File: config.mk
export PLATFORM = sky130hd
export DESIGN_NAME = inst_fetch_decode_flat
export DESIGN_NICKNAME = d
export VERILOG_FILES = /design/src/rtl/rv32_pkg.sv /design/src/rtl/inst_fetch_decode_if.sv /design/src/rtl/opcode_decoder.sv /design/src/rtl/inst_fetch_decode.sv /design/src/flat_wrapper.sv
export SDC_FILE = /design/constraint.sdc
export NUM_CORES = 1
export LEC_CHECK = 0
export CELL_PAD_IN_SITES_DETAIL_PLACEMENT = 1
export CELL_PAD_IN_SITES_GLOBAL_PLACEMENT = 2
export CORE_ASPECT_RATIO = 0.75
export CORE_UTILIZATION = 22
export CTS_CLUSTER_DIAMETER = 80
export DETAILED_ROUTE_END_ITERATION = 16
export PLACE_DENSITY = 0.83
export SLEW_MARGIN = 20
export SYNTH_ARGS = -nofsm -noshare
export SYNTH_HDL_FRONTEND = slang
export SYNTH_SLANG_ARGS = --single-unit
File: constraint.sdc
create_clock -name clk -period 1.9 [get_ports clk]
set_input_delay 0.285 -clock clk [delete_from_list [all_inputs] [get_ports clk]]
set_output_delay 0.285 -clock clk [all_outputs]
set_load 0.05 [all_outputs]
File: src/rtl/rv32_pkg.sv
// -----------------------------------------------------------------------------
// rv32_pkg
// Definitions shared by the RV32I front end:
//   - XLEN_DEFAULT : default datapath / PC width
//   - OPC_*        : 7-bit major opcodes recognised by the decoder
//   - fetch_state_e: fetch FSM state encoding (3 bits)
//   - dec_flags_t  : one-hot instruction class flags plus the illegal marker
//   - opcode_of()  : extracts the major opcode field from an instruction word
// -----------------------------------------------------------------------------
package rv32_pkg;

    localparam int XLEN_DEFAULT = 32;

    localparam logic [6:0] OPC_OP     = 7'b0110011;
    localparam logic [6:0] OPC_OP_IMM = 7'b0010011;
    localparam logic [6:0] OPC_LOAD   = 7'b0000011;
    localparam logic [6:0] OPC_STORE  = 7'b0100011;
    localparam logic [6:0] OPC_BRANCH = 7'b1100011;
    localparam logic [6:0] OPC_JAL    = 7'b1101111;
    localparam logic [6:0] OPC_JALR   = 7'b1100111;
    localparam logic [6:0] OPC_AUIPC  = 7'b0010111;
    localparam logic [6:0] OPC_LUI    = 7'b0110111;

    typedef enum logic [2:0] {
        ST_IDLE  = 3'd0,
        ST_REQ   = 3'd1,
        ST_WAIT  = 3'd2,
        ST_HOLD  = 3'd3,
        ST_DRAIN = 3'd4
    } fetch_state_e;

    typedef struct packed {
        logic r_type;
        logic i_type;
        logic store;
        logic branch;
        logic load;
        logic jal;
        logic jalr;
        logic auipc;
        logic lui;
        logic illegal;
    } dec_flags_t;

    function automatic logic [6:0] opcode_of(input logic [31:0] instr);
        return instr[6:0];
    endfunction

endpackage

File: src/rtl/inst_fetch_decode_if.sv
// -----------------------------------------------------------------------------
// inst_fetch_decode_if
// Bundles every non-clock/reset signal of the fetch/decode front end.
//   imem_req_*      : fetch request channel (valid/ready, address)
//   imem_rsp_*      : instruction word return channel (valid, data)
//   dec_*           : decoded instruction presented to the control stage
//   r_type..illegal : one-hot instruction class flags
//   redirect_*      : PC redirect from branch/jump resolution
// Modports:
//   master : the fetch/decode block
//   slave  : its environment (instruction memory, control stage, resolver)
// -----------------------------------------------------------------------------
interface inst_fetch_decode_if #(
    parameter int XLEN = 32
);

    logic            imem_req_valid;
    logic [XLEN-1:0] imem_req_addr;
    logic            imem_req_ready;
    logic            imem_rsp_valid;
    logic [31:0]     imem_rsp_data;

    logic            dec_valid;
    logic            dec_ready;
    logic [XLEN-1:0] dec_pc;
    logic [31:0]     dec_instr;
    logic            r_type;
    logic            i_type;
    logic            store;
    logic            branch;
    logic            load;
    logic            jal;
    logic            jalr;
    logic            auipc;
    logic            lui;
    logic            illegal;

    logic            redirect_valid;
    logic [XLEN-1:0] redirect_pc;

    modport master (
        output imem_req_valid, imem_req_addr,
        input  imem_req_ready, imem_rsp_valid, imem_rsp_data,
        output dec_valid, dec_pc, dec_instr,
        output r_type, i_type, store, branch, load, jal, jalr, auipc, lui, illegal,
        input  dec_ready,
        input  redirect_valid, redirect_pc
    );

    modport slave (
        input  imem_req_valid, imem_req_addr,
        output imem_req_ready, imem_rsp_valid, imem_rsp_data,
        input  dec_valid, dec_pc, dec_instr,
        input  r_type, i_type, store, branch, load, jal, jalr, auipc, lui, illegal,
        output dec_ready,
        output redirect_valid, redirect_pc
    );

endinterface

File: src/rtl/opcode_decoder.sv
// -----------------------------------------------------------------------------
// opcode_decoder
// Purely combinational RV32I major-opcode classifier.
//   opcode : in  7  instruction bits [6:0]
//   flags  : out    exactly one class flag set, or only illegal set when the
//                   opcode is not one of the nine supported classes
// -----------------------------------------------------------------------------
module opcode_decoder
    import rv32_pkg::*;
(
    input  logic [6:0] opcode,
    output dec_flags_t flags
);

    always_comb begin
        flags = '0;
        case (opcode)
            OPC_OP:     flags.r_type  = 1'b1;
            OPC_OP_IMM: flags.i_type  = 1'b1;
            OPC_LOAD:   flags.load    = 1'b1;
            OPC_STORE:  flags.store   = 1'b1;
            OPC_BRANCH: flags.branch  = 1'b1;
            OPC_JAL:    flags.jal     = 1'b1;
            OPC_JALR:   flags.jalr    = 1'b1;
            OPC_AUIPC:  flags.auipc   = 1'b1;
            OPC_LUI:    flags.lui     = 1'b1;
            default:    flags.illegal = 1'b1;
        endcase
    end

endmodule

File: src/rtl/inst_fetch_decode.sv
// -----------------------------------------------------------------------------
// inst_fetch_decode
// RV32I front end: fetches one instruction at a time from instruction memory,
// classifies its opcode and holds the decoded result until the control stage
// takes it. Branch/jump resolution can redirect the PC at any time.
// Parameters:
//   XLEN     : datapath / PC width
//   RESET_PC : PC loaded on reset (4-byte aligned)
// Ports:
//   clk : rising-edge clock
//   rst : synchronous active-high reset
//   bus : inst_fetch_decode_if.master (imem request/response, decoded output,
//         class flags, redirect)
// -----------------------------------------------------------------------------
module inst_fetch_decode
    import rv32_pkg::*;
#(
    parameter int              XLEN     = XLEN_DEFAULT,
    parameter logic [XLEN-1:0] RESET_PC = '0
) (
    input  logic                clk,
    input  logic                rst,
    inst_fetch_decode_if.master bus
);

    localparam logic [XLEN-1:0] PC_STEP    = XLEN'(4);
    localparam logic [XLEN-1:0] ALIGN_MASK = ~(XLEN'(3));

    fetch_state_e    state_reg, state_next;
    logic [XLEN-1:0] pc_reg, pc_next;
    logic            dec_valid_reg, dec_valid_next;
    logic [XLEN-1:0] dec_pc_reg, dec_pc_next;
    logic [31:0]     dec_instr_reg, dec_instr_next;
    dec_flags_t      flags_reg, flags_next;

    dec_flags_t      decoded_flags;
    logic [XLEN-1:0] redirect_target;

    opcode_decoder u_opcode_decoder (
        .opcode (opcode_of(bus.imem_rsp_data)),
        .flags  (decoded_flags)
    );

    assign redirect_target = bus.redirect_pc & ALIGN_MASK;

    always_ff @(posedge clk) begin
        if (rst) begin
            state_reg     <= ST_IDLE;
            pc_reg        <= RESET_PC;
            dec_valid_reg <= 1'b0;
            dec_pc_reg    <= '0;
            dec_instr_reg <= '0;
            flags_reg     <= '0;
        end else begin
            state_reg     <= state_next;
            pc_reg        <= pc_next;
            dec_valid_reg <= dec_valid_next;
            dec_pc_reg    <= dec_pc_next;
            dec_instr_reg <= dec_instr_next;
            flags_reg     <= flags_next;
        end
    end

    always_comb begin
        state_next     = state_reg;
        pc_next        = pc_reg;
        dec_valid_next = dec_valid_reg;
        dec_pc_next    = dec_pc_reg;
        dec_instr_next = dec_instr_reg;
        flags_next     = flags_reg;

        case (state_reg)
            ST_IDLE: begin
                state_next = ST_REQ;
            end
            ST_REQ: begin
                if (bus.imem_req_ready) begin
                    state_next = ST_WAIT;
                end
            end
            ST_WAIT: begin
                if (bus.imem_rsp_valid) begin
                    state_next     = ST_HOLD;
                    dec_valid_next = 1'b1;
                    dec_pc_next    = pc_reg;
                    dec_instr_next = bus.imem_rsp_data;
                    flags_next     = decoded_flags;
                end
            end
            ST_HOLD: begin
                if (bus.dec_ready) begin
                    state_next     = ST_REQ;
                    pc_next        = pc_reg + PC_STEP;
                    dec_valid_next = 1'b0;
                end
            end
            ST_DRAIN: begin
                // The flushed request's word is thrown away when it arrives.
                if (bus.imem_rsp_valid) begin
                    state_next = ST_REQ;
                end
            end
            default: begin
                state_next = ST_IDLE;
            end
        endcase

        // Redirect overrides everything above, including a HOLD consume, so
        // the PC lands exactly on the target. The next state depends on
        // whether an imem response is still owed to us.
        if (bus.redirect_valid) begin
            pc_next        = redirect_target;
            dec_valid_next = 1'b0;
            dec_pc_next    = dec_pc_reg;
            dec_instr_next = dec_instr_reg;
            flags_next     = flags_reg;
            case (state_reg)
                ST_WAIT, ST_DRAIN: begin
                    state_next = bus.imem_rsp_valid ? ST_REQ : ST_DRAIN;
                end
                ST_REQ: begin
                    state_next = bus.imem_req_ready ? ST_DRAIN : ST_REQ;
                end
                default: begin
                    state_next = ST_REQ;
                end
            endcase
        end
    end

    assign bus.imem_req_valid = (state_reg == ST_REQ);
    assign bus.imem_req_addr  = pc_reg;

    assign bus.dec_valid = dec_valid_reg;
    assign bus.dec_pc    = dec_pc_reg;
    assign bus.dec_instr = dec_instr_reg;
    assign bus.r_type    = flags_reg.r_type;
    assign bus.i_type    = flags_reg.i_type;
    assign bus.store     = flags_reg.store;
    assign bus.branch    = flags_reg.branch;
    assign bus.load      = flags_reg.load;
    assign bus.jal       = flags_reg.jal;
    assign bus.jalr      = flags_reg.jalr;
    assign bus.auipc     = flags_reg.auipc;
    assign bus.lui       = flags_reg.lui;
    assign bus.illegal   = flags_reg.illegal;

endmodule
File: src/flat_wrapper.sv
// flat-port wrapper written by rule: the top's interface ports become plain ports
module inst_fetch_decode_flat import rv32_pkg::*;
#(
    parameter int              XLEN     = XLEN_DEFAULT,
    parameter logic [XLEN-1:0] RESET_PC = '0
)
  (clk, rst, bus_imem_req_valid, bus_imem_req_addr, bus_imem_req_ready, bus_imem_rsp_valid, bus_imem_rsp_data, bus_dec_valid, bus_dec_pc, bus_dec_instr, bus_r_type, bus_i_type, bus_store, bus_branch, bus_load, bus_jal, bus_jalr, bus_auipc, bus_lui, bus_illegal, bus_dec_ready, bus_redirect_valid, bus_redirect_pc);
  inst_fetch_decode_if #(.XLEN(XLEN)) bus_i ();
  input  logic clk;
  input  logic rst;
  output wire logic [$bits(bus_i.imem_req_valid)-1:0] bus_imem_req_valid;
  output wire logic [$bits(bus_i.imem_req_addr)-1:0] bus_imem_req_addr;
  input wire logic [$bits(bus_i.imem_req_ready)-1:0] bus_imem_req_ready;
  input wire logic [$bits(bus_i.imem_rsp_valid)-1:0] bus_imem_rsp_valid;
  input wire logic [$bits(bus_i.imem_rsp_data)-1:0] bus_imem_rsp_data;
  output wire logic [$bits(bus_i.dec_valid)-1:0] bus_dec_valid;
  output wire logic [$bits(bus_i.dec_pc)-1:0] bus_dec_pc;
  output wire logic [$bits(bus_i.dec_instr)-1:0] bus_dec_instr;
  output wire logic [$bits(bus_i.r_type)-1:0] bus_r_type;
  output wire logic [$bits(bus_i.i_type)-1:0] bus_i_type;
  output wire logic [$bits(bus_i.store)-1:0] bus_store;
  output wire logic [$bits(bus_i.branch)-1:0] bus_branch;
  output wire logic [$bits(bus_i.load)-1:0] bus_load;
  output wire logic [$bits(bus_i.jal)-1:0] bus_jal;
  output wire logic [$bits(bus_i.jalr)-1:0] bus_jalr;
  output wire logic [$bits(bus_i.auipc)-1:0] bus_auipc;
  output wire logic [$bits(bus_i.lui)-1:0] bus_lui;
  output wire logic [$bits(bus_i.illegal)-1:0] bus_illegal;
  input wire logic [$bits(bus_i.dec_ready)-1:0] bus_dec_ready;
  input wire logic [$bits(bus_i.redirect_valid)-1:0] bus_redirect_valid;
  input wire logic [$bits(bus_i.redirect_pc)-1:0] bus_redirect_pc;
  assign bus_imem_req_valid = bus_i.imem_req_valid;
  assign bus_imem_req_addr = bus_i.imem_req_addr;
  assign bus_i.imem_req_ready = bus_imem_req_ready;
  assign bus_i.imem_rsp_valid = bus_imem_rsp_valid;
  assign bus_i.imem_rsp_data = bus_imem_rsp_data;
  assign bus_dec_valid = bus_i.dec_valid;
  assign bus_dec_pc = bus_i.dec_pc;
  assign bus_dec_instr = bus_i.dec_instr;
  assign bus_r_type = bus_i.r_type;
  assign bus_i_type = bus_i.i_type;
  assign bus_store = bus_i.store;
  assign bus_branch = bus_i.branch;
  assign bus_load = bus_i.load;
  assign bus_jal = bus_i.jal;
  assign bus_jalr = bus_i.jalr;
  assign bus_auipc = bus_i.auipc;
  assign bus_lui = bus_i.lui;
  assign bus_illegal = bus_i.illegal;
  assign bus_i.dec_ready = bus_dec_ready;
  assign bus_i.redirect_valid = bus_redirect_valid;
  assign bus_i.redirect_pc = bus_redirect_pc;
  inst_fetch_decode #(.XLEN(XLEN), .RESET_PC(RESET_PC)) u_core (.clk(clk), .rst(rst), .bus(bus_i));
endmodule
# == Yosys cells after proc, flatten, opt, wreduce, memory -nomap -nowiden ==
# Index checks and enable logic that the tools add are counted.
# totals
register_bits,110
wordCells,74
in_bits,70
# op_classes
n_addsub,1
n_bitwise,1
eq_ne,19
reduce_logical,12
n_mux,25
# ops
cell,n
32-bit 2-to-1 mux,3
"32-bit by 3-bit adder with 32-bit output, second input constant",1
"7-bit by 6-bit == test with 1-bit output, second input constant",3
"7-bit == test, second input constant",3
3-bit 2-to-1 mux,7
3-bit case mux with 5 select lines,1
"7-bit by 5-bit == test with 1-bit output, second input constant",2
1-bit 2-to-1 mux,12
"3-bit inequality test, second input constant",3
9-bit OR reduction,1
"7-bit by 2-bit == test with 1-bit output, second input constant",1
"3-bit by 2-bit == test with 1-bit output, second input constant",2
3-bit case mux with 2 select lines,1
3-bit AND reduction,2
2-bit nonzero test,3
"2-bit inequality test, second input constant",2
2-bit AND reduction,2
4-bit AND reduction,1
2-bit OR reduction,2
"3-bit by 1-bit == test with 1-bit output, second input constant",1
"3-bit == test, second input constant",1
3-bit zero test,1
"3-bit by 1-bit inequality test with 1-bit output, second input constant",1
1-bit case mux with 2 select lines,1
1-bit NOT,1

# == Depth between registers and ports, before layout ==
# logic_depth
ltp_word,4
depth_mapped,8
mapped_depth_nobuf,5

# == By module ==
# From an unflattened synthesis, not the netlist that was laid out.
# hier_totals
cells_unflattened,618
hier_area_um2,4778.3
# by_module_without_submodules
module,area_each_um2,n_inst,seq_area_each_um2,cells_each
inst_fetch_decode,4643.2,1,2122.0,596
opcode_decoder,135.1,1,0.0,22

# == Worst setup path before layout ==
# OpenSTA, ideal clock, no wires.
# synth_timing
kind,reg-to-reg
start,register u_core.pc_reg[2] (netlist: u_core.bus.imem_req_addr[2])
end,register u_core.pc_reg[24] (netlist: u_core.bus.imem_req_addr[24])
setup_time_ps,91
synth_period_minus_slack_ps,2473
t_required_ps,1809
path_stages_with_launch,7
arrival_ps,2382
path_slack_ps,-573
path_cell_list,dfxtp_1 ha_1 inv_1 or4_4 buf_6 or4_1 a311oi_1
# synth_via
elab_chain_cells,4
# synth_lines
element,line_no,source
start: declaration,inst_fetch_decode.sv:30,"logic [XLEN-1:0] pc_reg, pc_next;"
start signal: assignment,inst_fetch_decode.sv:56,pc_reg <= pc_next;
32-bit by 3-bit adder with 32-bit output,inst_fetch_decode.sv:93,pc_next = pc_reg + PC_STEP;
32-bit 2-to-1 mux,inst_fetch_decode.sv:91,if (bus.dec_ready) begin
32-bit 2-to-1 mux,inst_fetch_decode.sv:72,case (state_reg)
32-bit 2-to-1 mux,inst_fetch_decode.sv:111,if (bus.redirect_valid) begin
# No other way between the ends. The select of a mux whose other input is x is not followed.
# A chain may end at the register's enable or synchronous reset.

# == Final worst setup path ==
# layout_timing
start,register u_core.pc_reg[7] (netlist: u_core.bus.imem_req_addr[7])
end,register u_core.pc_reg[14] (netlist: u_core.bus.imem_req_addr[14])
# The elaborated chain is that of the path after synthesis.

==> flow_summary.toml <==
[timing]
fin_crit_sh = 1.051
hold_viol = 0
setup_viol_count_final = 13
relSlewSlack = 0.6248
hold_slack_ns = 0.3568
maxSlewViolCount = 0
rsz0062_at_grt = "yes"
period_needed_ns = 1.996
worst_pin_slew_ns = 0.5610
fin_worst_skew_ns = 0.005760
max_freq_mhz = 500.9
setup_ws_ns = -0.09627

[logic_synthesis]
async_reset_ff_frac = 0
synth_top_flop_cell = "dfxtp_1"
synth_area_leaders = "dfxtp_1 47%, nand2_1 12%, a21oi_1 7.7%, a311oi_1 3.1%, nor2_1 2.9%"
synth_edf_count = 0
ys_types = 46
synth-seq-cells = 106
yosysWarningCount = 0
syn_inst = 560
synth_top_area_share = 0.4684
ys_seq_area_frac = 0.4684
avgSynthCellArea_sq_um = 8.090
synth_area_sq_mm = 0.004531
yosys.area.top_type = "dfxtp_1"

[global_routing]
antenna_found_initial = 1
grt_overflow = 0
grt_pass1_vias = 4890
grt_max_degree = 35
grt_usage = 0.1646
grt_pass1_wl_mm = 27.23

[clock_network]
cts.clk_slew.worst_paths_ns = 0.07
htreeDepth = 3
clk_latency_ns = 0.35
cts_root_buffer = "clkbuf_16"
cts_tree = "yes"
cts_sinks = 106
clock_path_buffers = 2
numCtsBuffers = 9

[power_and_ir_drop]
swShare = 0.2797
p_switching_mw = 1.389
p_per_area_mw_per_mm2 = 676.6
p_clk_frac = 0.369
p_int_mw = 3.578
vdd_ir_drop_max_uv = 327.6
combPwrFrac = 0.160
pwr-share-seq = 0.471
p_leak_nw = 2.538

[floorplanning]
die_x_um = 167.7
row_count = 45
core_area_sq_mm = 0.02021
boundaryPins = 178
die_area_sq_mm = 0.02118
die_h_um = 126.3
floorplan.initialDensity = 0.2241

[route]
antenna_left = 0
route.detailed.drc = 0
via_per_inst = 4.705
drt-total-wl_mm = 17.12
avgRoutedWirePerCell_um = 16.64
drt_iter0_markers = 276
dr_total_vias = 4841
dr.pass1.iters = 4

[worst_setup_path]
worst-path-max-fanout = 8
crit_path_end_kind = "flop"
rr_worst_depth = 4
reg2reg_slack_ns = -0.1
start_kind = "flop"
cp.arrival_ns = 2.25
worstPathRequired_ns = 2.16
worstSetupPathType = "reg -> reg"

[finish]
largest_reg_flops = 32
antenna_cells = 0
design_area_sq_mm = 0.007342
layout_common_cells = "143 x clkdlybuf4s50_1, 138 x nand2_1, 82 x dfxtp_1, 73 x buf_4, 70 x a21oi_1"
fin_cells = 1029
fin_nets = 837
final_common_cell = "clkdlybuf4s50_1"
drive_above_1_share = 0.1855
syn_to_final_growth_pct = 62.05

[place]
dp_hpwl_mm = 12.26
placed_cell_area_sq_mm = 0.006908
io_buffers = 171
gp_congestion = 0.7884
post-place-cells = 1003

[status]
status = "complete, but fails checks"
failed_checks = "negative setup slack"

[min_path]
hp-class = "in -> reg"
holdPathStages = 2

[flow_run]
drv_cap = 0
-- power groups by stage --
stage | combinational (mW) | clock, mW | sequential [mW]
6_report | 0.793 | 1.83 | 2.34
5_1_grt | 0.842 | 2.00 | 2.35
4_1_cts | 0.792 | 1.92 | 2.34
3_5_place_dp | 0.793 | 0 | 2.39
3_3_place_gp | 0.786 | 0 | 2.39
2_1_floorplan | 0.211 | 0 | 2.57
-- cells by family after synthesis --
logic type | share of synthesized area
DFF | 0.4684
buffers and inverters | 0.05634
and+or+nand+nor | 0.2629
adders and majority gates | 0.002761
xor gates and xnor gates | 0.01933
AOI/OAI and AO/OA | 0.1895
other | 0.0008277
-- cell usage after synthesis, drive strengths merged, types with 8 or more instances --
master  instances
a211oi          9
a21oi          70
a311oi         16
buf            11
clkbuf         34
dfxtp         106
inv            11
nand2         139
nand3           9
nand4          11
nor2           35
o31ai          13
or4            17
xnor2           8
-- area by class of cell --
| type | count | area, sq um |
|---|---|---|
| clock buffers | 12 | 257.7 |
| repair buffers | 235 | 2232 |
| well taps | 258 | 322.8 |
| fillers | 2332 | 12870 |
| multi-input cells | 402 | 2275 |
| inverters | 12 | 47.55 |
| flip-flops and latches | 106 | 2182 |
| clock inverters | 4 | 25.02 |
-- final timing paths --
path                                             startpoint                            to
worst max-delay path            u_core.bus.imem_req_addr[7]  u_core.bus.imem_req_addr[14]
worst min register to register     u_core.bus.dec_instr[29]      u_core.bus.dec_instr[29]
worst min-delay path                                    rst         u_core.bus.dec_pc[15]
worst max register to register  u_core.bus.imem_req_addr[7]  u_core.bus.imem_req_addr[14]
-- critical path, stage by stage, from the launching register on --
cell	delay [ns]
dfxtp_4	0.34
nand4_1	0.19
or4_4	0.65
or4_1	0.52
a311oi_2	0.21
-- timing repair --
item,4_1_cts,5_1_grt
gates resized for setup,22,11
cloned,2,0
setup buffers,6,2
pin swaps,19,4
hold buffers,0,0
setup endpoints to repair,24,20
-- through the flow --
| stage | TNS, ns | setup WS (ns) | utilization | power, mW |
|---|---|---|---|---|
| after floorplan | -1.360 | -0.2025 | - | 2.783 |
| after global placement | -8.321 | -0.5735 | 0.3418 | 3.176 |
| after detailed placement | -9.395 | -0.6222 | 0.3418 | 3.185 |
| after CTS | -0.4528 | -0.05949 | 0.3598 | 5.053 |
| after global routing | -2.088 | -0.1742 | 0.3632 | 5.193 |
| final | -0.8183 | -0.09627 | 0.3632 | 4.967 |
-- layer usage --
metal	wire, um	vias up	share of wire	global-route usage
met5	13	-	0.00076	0
met4	104	2	0.0061	0.03400
met3	967	8	0.056	0.05060
met2	7546	120	0.44	0.2505
met1	8491	2323	0.50	0.2276
li1	-	2388	-	-
(Power assumes the default switching activity.)
